--- config.mk ---
export PLATFORM = sky130hd
export DESIGN_NAME = crc32_rx_check
export DESIGN_NICKNAME = d
export VERILOG_FILES = /design/src/rtl/crc32_pkg.sv /design/src/rtl/crc32_rx_check_step.sv /design/src/rtl/crc32_rx_check.sv
export SDC_FILE = /design/constraint.sdc
export NUM_CORES = 1
export LEC_CHECK = 0
export ABC_AREA = 1
export CAP_MARGIN = 20
export CELL_PAD_IN_SITES_DETAIL_PLACEMENT = 1
export CELL_PAD_IN_SITES_GLOBAL_PLACEMENT = 2
export CORE_MARGIN = 10
export CORE_UTILIZATION = 31
export DETAILED_ROUTE_END_ITERATION = 6
export PLACE_DENSITY_LB_ADDON = 0.05
export SETUP_SLACK_MARGIN = 0.15
export SYNTH_ARGS = -nofsm -noshare
export SYNTH_HDL_FRONTEND = slang
export SYNTH_SLANG_ARGS = --single-unit
--- constraint.sdc ---
create_clock -name clk -period 3.56 [get_ports clk]
set_input_delay 0.712 -clock clk [delete_from_list [all_inputs] [get_ports clk]]
set_output_delay 0.712 -clock clk [all_outputs]
set_load 0.01 [all_outputs]
--- src/rtl/crc32_pkg.sv ---
// Shared CRC-32 definitions for the 16-bit link: constants, checker states and the
// per-word next-CRC / transmitted-word helpers used by both generator and checker.
package crc32_pkg;

    localparam logic [31:0] CRC32_INIT = 32'hFFFF_FFFF;
    localparam logic [31:0] CRC32_POLY = 32'h04C1_1DB7;

    typedef enum logic [1:0] {
        IDLE,
        HOLD1,
        RUN
    } state_t;

    // d[0] enters first; the register shifts toward the MSB.
    function automatic logic [31:0] crc32_d16_next(input logic [31:0] crc, input logic [15:0] d);
        logic [31:0] c;
        logic        fb;
        c = crc;
        for (int unsigned i = 0; i < 16; i++) begin
            fb = c[31] ^ d[i];
            c  = {c[30:0], 1'b0} ^ ({32{fb}} & CRC32_POLY);
        end
        return c;
    endfunction

    // hi=1 gives the first transmitted CRC word, hi=0 the second.
    function automatic logic [15:0] crc32_tx_word(input logic [31:0] crc, input logic hi);
        logic [15:0] w;
        for (int unsigned i = 0; i < 16; i++) begin
            w[i] = hi ? ~crc[31-i] : ~crc[15-i];
        end
        return w;
    endfunction

endpackage

--- src/rtl/crc32_rx_check_step.sv ---
// Combinational one-word CRC-32 update, shared algorithm with the transmit generator.
module crc32_d16_step
    import crc32_pkg::*;
(
    input  logic [31:0] crc_in,
    input  logic [15:0] d,
    output logic [31:0] crc_out
);

    always_comb begin
        crc_out = crc32_d16_next(crc_in, d);
    end

endmodule

--- src/rtl/crc32_rx_check.sv ---
// Receive-side CRC-32 checker: CRCs the payload through a two-word delay line and
// compares the final two words of each frame against the expected CRC.
module crc32_rx_check
    import crc32_pkg::*;
#(
    parameter int unsigned LEN_W     = 10,
    parameter int unsigned MIN_WORDS = 2,
    parameter int unsigned MAX_WORDS = 512
) (
    input  logic             clk,
    input  logic             reset,
    input  logic [15:0]      d,
    input  logic             d_valid,
    input  logic             sof,
    input  logic             eof,
    output logic             frame_done,
    output logic             crc_ok,
    output logic             crc_err,
    output logic             len_err,
    output logic [LEN_W-1:0] word_count,
    output logic             busy,
    output logic [31:0]      crc_reg
);

    state_t             state_q, state_d;
    logic [31:0]        crc_q, crc_d;
    logic [15:0]        w0_q, w0_d;
    logic [15:0]        w1_q, w1_d;
    logic [LEN_W-1:0]   cnt_q, cnt_d;
    logic               busy_q, busy_d;
    logic               done_q, done_d;
    logic               ok_q, ok_d;
    logic               err_q, err_d;
    logic               len_q, len_d;

    logic [31:0]        crc_step;
    logic [31:0]        crc_use;
    logic [LEN_W-1:0]   cnt_inc;
    logic               good;
    logic               len_bad;

    crc32_d16_step u_step (
        .crc_in  (crc_q),
        .d       (w0_q),
        .crc_out (crc_step)
    );

    always_comb begin
        state_d = state_q;
        crc_d   = crc_q;
        w0_d    = w0_q;
        w1_d    = w1_q;
        cnt_d   = cnt_q;
        busy_d  = busy_q;
        done_d  = 1'b0;
        ok_d    = ok_q;
        err_d   = err_q;
        len_d   = len_q;

        cnt_inc = (cnt_q == '1) ? cnt_q : cnt_q + 1'b1;
        // In RUN the outgoing w0 is CRC'd this cycle, so compare against the stepped value.
        crc_use = (state_q == RUN) ? crc_step : crc_q;
        good    = (w1_q == crc32_tx_word(crc_use, 1'b1)) &&
                  (d    == crc32_tx_word(crc_use, 1'b0));
        len_bad = (32'(cnt_inc) < MIN_WORDS) || (32'(cnt_inc) > MAX_WORDS);

        if (d_valid) begin
            if (sof) begin
                state_d = HOLD1;
                crc_d   = CRC32_INIT;
                w1_d    = d;
                cnt_d   = {{(LEN_W-1){1'b0}}, 1'b1};
                busy_d  = 1'b1;
                ok_d    = 1'b0;
                err_d   = 1'b0;
                len_d   = 1'b0;
                if (eof) begin
                    state_d = IDLE;
                    busy_d  = 1'b0;
                    done_d  = 1'b1;
                    err_d   = 1'b1;
                    len_d   = 1'b1;
                end
            end else if (state_q != IDLE) begin
                state_d = RUN;
                crc_d   = crc_use;
                w0_d    = w1_q;
                w1_d    = d;
                cnt_d   = cnt_inc;
                if (eof) begin
                    state_d = IDLE;
                    busy_d  = 1'b0;
                    done_d  = 1'b1;
                    ok_d    = good;
                    err_d   = !good;
                    len_d   = len_bad;
                end
            end
        end
    end

    always_ff @(posedge clk or posedge reset) begin
        if (reset) begin
            state_q <= IDLE;
            crc_q   <= CRC32_INIT;
            w0_q    <= '0;
            w1_q    <= '0;
            cnt_q   <= '0;
            busy_q  <= 1'b0;
            done_q  <= 1'b0;
            ok_q    <= 1'b0;
            err_q   <= 1'b0;
            len_q   <= 1'b0;
        end else begin
            state_q <= state_d;
            crc_q   <= crc_d;
            w0_q    <= w0_d;
            w1_q    <= w1_d;
            cnt_q   <= cnt_d;
            busy_q  <= busy_d;
            done_q  <= done_d;
            ok_q    <= ok_d;
            err_q   <= err_d;
            len_q   <= len_d;
        end
    end

    assign frame_done = done_q;
    assign crc_ok     = ok_q;
    assign crc_err    = err_q;
    assign len_err    = len_q;
    assign word_count = cnt_q;
    assign busy       = busy_q;
    assign crc_reg    = crc_q;

endmodule

==> out/results.ini, run 1 <==
[detailed_routing]
drt-total-wl_um = 31600
wl_per_cell_um = 20.7
drcViolationCount = 0
firstDrtPassIters = 6
via_count = 7713
postRouteAntennaNets = 0
vias_per_cell = 5.05
drtIter0Drc = 451

[die]
pin_count = 68
die_w_um = 171
dieArea_mm2 = 0.0293
rows = 55
core_mm2 = 0.0226
start_util_pct = 31.4
die_h_um = 171

[sta]
setup_viol = 0
hold_viol = 0
tightest_slew_ns = 0.676
period_share_pct = 89.2
fmax_ghz = 0.315
rsz0062_at_grt = no
period_needed_ns = 3.17
slew_viol_final = 0
clock_skew_ns = 0.00787
max_slew_margin_pct = 54.9
setup_tns_ns = 0

[clocking]
cts_buffer_depth = 2
clock_sinks = 81
cts_buffers = 9
clkSlewWorstSetupHoldPaths_ns = 0.07
htreeDepth = 3
cts_hold_buf = 0
cts_root_buffer = clkbuf_16
clock_latency_ns = 0.36
tritoncts = yes

[critical_path]
cp.arrival_ns = 3.42
cp-start-kind = flip-flop
end_kind = flip-flop
critPathSlowestCell = dfstp_2
path_max_fanout = 7
cp_common_cell = nand2_1
path_cells = inv_2 -> nand2_2 -> nand2_4 -> nand2_1 -> nand2_2 -> nand2_2 -> inv_1 -> nor2_4 -> nand3_1 -> nand2_1 -> nand2_1 -> nand3_1 -> nand2_1 -> nand2_1 -> nand2_1 -> inv_1 -> nand3_1 -> nor2_2 -> nand2_1 -> nor2_1 -> nand2_1 -> nand2_1 -> nand2_1
cpPeakStageDelay_ns = 0.59
crit_type = reg2reg
crit_required_ns = 3.81

[cells_and_area]
area_delta_synth_final_pct = 23.1
fillers = 2953
drive_gt1_share_pct = 16.1
largest_reg_flops = 32
register_area_mm2 = 0.00207
multi_input_area_mm2 = 0.00445
finalNetCount = 1260
diodes = 0

[global_route]
grt_max_degree = 62
track_usage_pct = 21.7
grt_pass1_vias = 7792
grt_pass1_wl_um = 47400
antenna_found_initial = 0
grt_overflow = 0

[logic_synthesis]
yosys_register_bits = 81
yosys_warnings = 0
synthFlopType = dfrtp_1
ys_seq_area_share_pct = 29.2
netlist_area_mm2 = 0.00708
avgSynthCellArea_um2 = 6.15
synth-edff-count = 0
postSynthCellCount = 1151
synth_async_sr_flop_share_pct = 100
postSynthNetCount = 1173
yosysUniqueCellTypes = 40

[flow_run]
maxCapViolations = 0

[placed_design]
port_buffers = 67
dp_hpwl_um = 25200
place_congestion = 0.939

[run_status]
outcome = finished, final reports clean

[worst_hold_path]
hold_class = reg2reg

final timing paths:
check                                             start                   endpoint  slack [ns]  depth (start not counted)
worst max-delay path            crc_reg[26]$_DFFE_PP1P_        crc_err$_DFFE_PP0P_        0.39                         23
worst min-delay path                crc_err$_DFFE_PP0P_        crc_err$_DFFE_PP0P_        0.50                          2
worst max register to register  crc_reg[26]$_DFFE_PP1P_        crc_err$_DFFE_PP0P_        0.39                         23
worst min register to register      crc_err$_DFFE_PP0P_        crc_err$_DFFE_PP0P_        0.50                          2
max in group asynchronous                         reset     crc_reg[1]$_DFFE_PP1P_        2.04                          3
min in group asynchronous                         reset  word_count[8]$_DFFE_PP0P_        0.75                          2
worst max-delay path, delay by kind of cell (launching register included):
family,cells,cell delay (ns)
AND/OR/NAND/NOR,20,2.28
flip-flops,1,0.59
buffers and inverters,3,0.18
layout by cell type (no fill, tap or decap), drive strengths merged, types with 2 or more instances in the layout:
cell | Yosys | routed
nand2 | 551 | 551
inv | 152 | 153
nand3 | 131 | 131
clkdlybuf4s50 | 0 | 67
o21ai | 53 | 53
dfrtp | 49 | 49
nor2 | 38 | 38
buf | 9 | 34
xor2 | 33 | 33
dfstp | 32 | 32
a22oi | 25 | 25
xnor2 | 10 | 10
clkbuf | 16 | 10
a21oi | 9 | 9
o22ai | 8 | 8
nand4 | 8 | 8
nand3b | 8 | 8
or2 | 7 | 7
nor3 | 5 | 5
clkinv | 1 | 4
clkinvlp | 0 | 2
area by class of cell:
| cell class | count | share of cell area, % |
|---|---|---|
| Tap cell | 285 | 4.09 |
| Clock buffer | 10 | 2.63 |
| Sequential cell | 81 | 23.7 |
| Timing Repair Buffer | 101 | 11.3 |
| Inverter | 153 | 6.72 |
| Multi-Input combinational cell | 892 | 51.1 |
| Clock inverter | 6 | 0.488 |
logic make-up after synthesis:
family / share of synthesized area [%]
AND/OR/NAND/NOR: 47.1
buffers and inverters: 9.95
flip-flops: 29.2
AO/OA/AOI/OAI: 8.18
adder cells (fa/ha/maj): 0.177
XOR/XNOR: 5.43
per-layer routing:
metal | wire length (um) | up-vias | track usage [%] | share of wire [%]
met5 | 0 | - | 0 | 0
met4 | 620 | 0 | 5.52 | 2.0
met3 | 1410 | 41 | 3.48 | 4.5
met2 | 14400 | 165 | 34.9 | 46
met1 | 15100 | 3726 | 29.7 | 48
li1 | - | 3781 | - | -
repair_timing:
item / CTS / global route
resized for setup: 2 / 34
pin swaps: 0 / 3
setup buffers: 0 / 8
setup endpoints to repair: 2 / 2
through the flow:
stage               instances  util (%)  hold WS, ns  worst slack (ns)  area (um2)
global route             1528      38.6        0.546             0.132        8720
CTS                      1520      37.7        0.508             0.168        8520
floorplan                1151         -        0.472             0.821        7080
finish                   1528      38.6        0.496             0.385        8720
detailed placement       1504      36.5        0.475            0.0731        8240
global placement         1504      36.5        0.488            0.0271        8240
cell usage after synthesis, drive strengths merged, types with 5 or more instances:
cell type    n  share of area (%)
or2          7               0.62
clkbuf      16               0.85
dfstp       32                 12
a21oi        9               0.64
inv        152                8.1
xor2        33                4.2
nor3         5               0.35
buf          9               0.95
xnor2       10                1.2
nor2        38                2.2
dfrtp       49                 17
a22oi       25                2.7
nand3b       8               0.90
nand4        8               0.71
nand3      131                 10
o21ai       53                3.7
o22ai        8               0.71
nand2      551                 32
Power of run 1 is not shown: default switching activity piles up to over one toggle a cycle in this logic, so the estimate is an artifact.
==> run 2, diff against run 1 <==
--- a/config.mk
+++ b/config.mk
@@ -17,3 +17,4 @@
 export SYNTH_ARGS = -nofsm -noshare
 export SYNTH_HDL_FRONTEND = slang
 export SYNTH_SLANG_ARGS = --single-unit
+export TNS_END_PERCENT = 5
==> results of run 2 <==
No change in the layout: final DEF, timing and power equal those of run 1.
Power of run 2 is left out for the same reason.
==> run 3, diff against run 2 <==
--- a/config.mk
+++ b/config.mk
@@ -12,7 +12,7 @@
 export CORE_MARGIN = 10
 export CORE_UTILIZATION = 31
 export DETAILED_ROUTE_END_ITERATION = 6
-export PLACE_DENSITY_LB_ADDON = 0.05
+export PLACE_DENSITY_LB_ADDON = 0.1
 export SETUP_SLACK_MARGIN = 0.15
 export SYNTH_ARGS = -nofsm -noshare
 export SYNTH_HDL_FRONTEND = slang
==> out/results.ini, run 3 (synthesized netlist as in run 1, its figures left out) <==
[global_route]
top_usage_layer = met2
use_met3_pct = 3.16
use_met2_pct = 33.9
gr-usage-met1_pct = 28.4
track_usage_pct = 21.4
grt_pass1_wl_um = 46900
antenna_found_initial = 0
grt_pass1_vias = 7789
grt_max_degree = 54
grt_overflow = 0

[cells_and_area]
finalNetCount = 1277
area_delta_synth_final_pct = 25.1
largest_reg_flops = 32
fillers = 2977
mostFrequentLayoutCells = nand2_1, inv_1, nand3_1, clkdlybuf4s50_1, o21ai_0
drive_gt1_share_pct = 17.2
diodes = 0
layout_commonest_cell = nand2_1

[worst_hold_path]
holdPathStages = 2
hold_class = reg2reg

[critical_path]
critPathSlowestCell = dfstp_2
critPathTopFamily = simple AND/OR/NAND/NOR gates
cp_common_cell = nand2_1
path_max_fanout = 8
cpPeakStageDelay_ns = 0.58
worstRegToRegCells = 23
end_kind = flip-flop
cp.arrival_ns = 3.42
crit_required_ns = 3.81
crit_type = reg2reg
path_depth = 23
path_cells = inv_2 -> nand2_1 -> nand2_4 -> buf_4 -> nand2_1 -> nand2_1 -> inv_1 -> nand3_2 -> nand2_4 -> buf_4 -> nand3_1 -> nand2_4 -> nand2_4 -> nand3_1 -> nand3_1 -> nor2_1 -> nand3_1 -> nor2_1 -> nand2_1 -> nor2_2 -> nand2_1 -> nand2_1 -> nand2_1
critPathBufInv = 4
cp-start-kind = flip-flop

[sta]
setup_viol = 0
clock_skew_ns = 0.0139
hold_viol = 0
rsz0062_at_grt = no
fmax_ghz = 0.315
slew_viol_final = 0
tightest_slew_ns = 0.665
period_share_pct = 89.1
period_needed_ns = 3.17
max_slew_margin_pct = 55.3
fin_hold_ws_ns = 0.509
setup_tns_ns = 0

[clocking]
clock_latency_ns = 0.36
clock_sinks = 81
cts_buffer_depth = 2
clkSlewWorstSetupHoldPaths_ns = 0.07
cts_buffers = 9
tritoncts = yes
cts_root_buffer = clkbuf_16
htreeDepth = 3

[die]
die_h_um = 171
start_util_pct = 31.4
rows = 55
core_mm2 = 0.0226
dieArea_mm2 = 0.0293
pin_count = 68
die_w_um = 171

[placed_design]
port_buffers = 67
dp_hpwl_um = 24600
place_congestion = 0.970

[flow_run]
maxCapViolations = 0

[detailed_routing]
drcViolationCount = 0
firstDrtPassIters = 7
wl_per_cell_um = 20.1
vias_per_cell = 5.05
drtIter0Drc = 363
via_count = 7798
drt-total-wl_um = 31100
postRouteAntennaNets = 0

[run_status]
outcome = finished, final reports clean

[run 3: final cells by class]
| type | count | area [um2] | share of cell area [%] |
|---|---|---|---|
| clock inverter | 5 | 38.8 | 0.438 |
| inverter | 153 | 586 | 6.61 |
| multi-input combinational | 893 | 4490 | 50.7 |
| tap | 285 | 357 | 4.03 |
| clock buffer | 11 | 233 | 2.63 |
| timing repair buffer | 117 | 1090 | 12.3 |
| sequential | 81 | 2070 | 23.3 |
[run 3: worst reg2reg max path, delay by kind of cell, from the launching register on]
family | cells | cell delay, ns
buffers and inverters | 4 | 0.48
DFF | 1 | 0.58
and+or+nand+nor | 19 | 2.00
[run 3: per-layer routing]
layer	part of all wire, %	up-vias
met3	4.2	49
li1	-	3813
met4	3.6	0
met5	0	-
met2	45	168
met1	47	3768
[run 3: timing repair]
action,in CTS,in global routing
hold endpoints to repair,0,0
hold buffers,0,0
gates resized for setup,3,39
gates cloned,0,1
pin swaps,0,9
buffers inserted,0,23
setup endpoints to repair,2,2
[run 3: path summary, 6_finish.rpt]
path	end	slack, ns	start
worst max register to register	crc_err$_DFFE_PP0P_	0.39	crc_reg[27]$_DFFE_PP1P_
worst max-delay path	crc_err$_DFFE_PP0P_	0.39	crc_reg[27]$_DFFE_PP1P_
worst min register to register	busy$_DFFE_PP0P_	0.51	busy$_DFFE_PP0P_
min in group asynchronous	w1_q[1]$_DFFE_PP0P_	0.73	reset
worst min-delay path	busy$_DFFE_PP0P_	0.51	busy$_DFFE_PP0P_
max in group asynchronous	crc_reg[2]$_DFFE_PP1P_	2.06	reset
[run 3: per-stage QoR]
step	worst slack, ns	cell area, um2	utilization, %	std cells
2_1_floorplan	0.821	7080	-	1151
5_1_grt	0.135	8860	39.2	1545
3_3_place_gp	0.0675	8230	36.4	1505
4_1_cts	0.212	8500	37.7	1521
6_report	0.388	8860	39.2	1545
3_5_place_dp	0.0754	8230	36.4	1505
Power of run 3 is left out for the same reason.
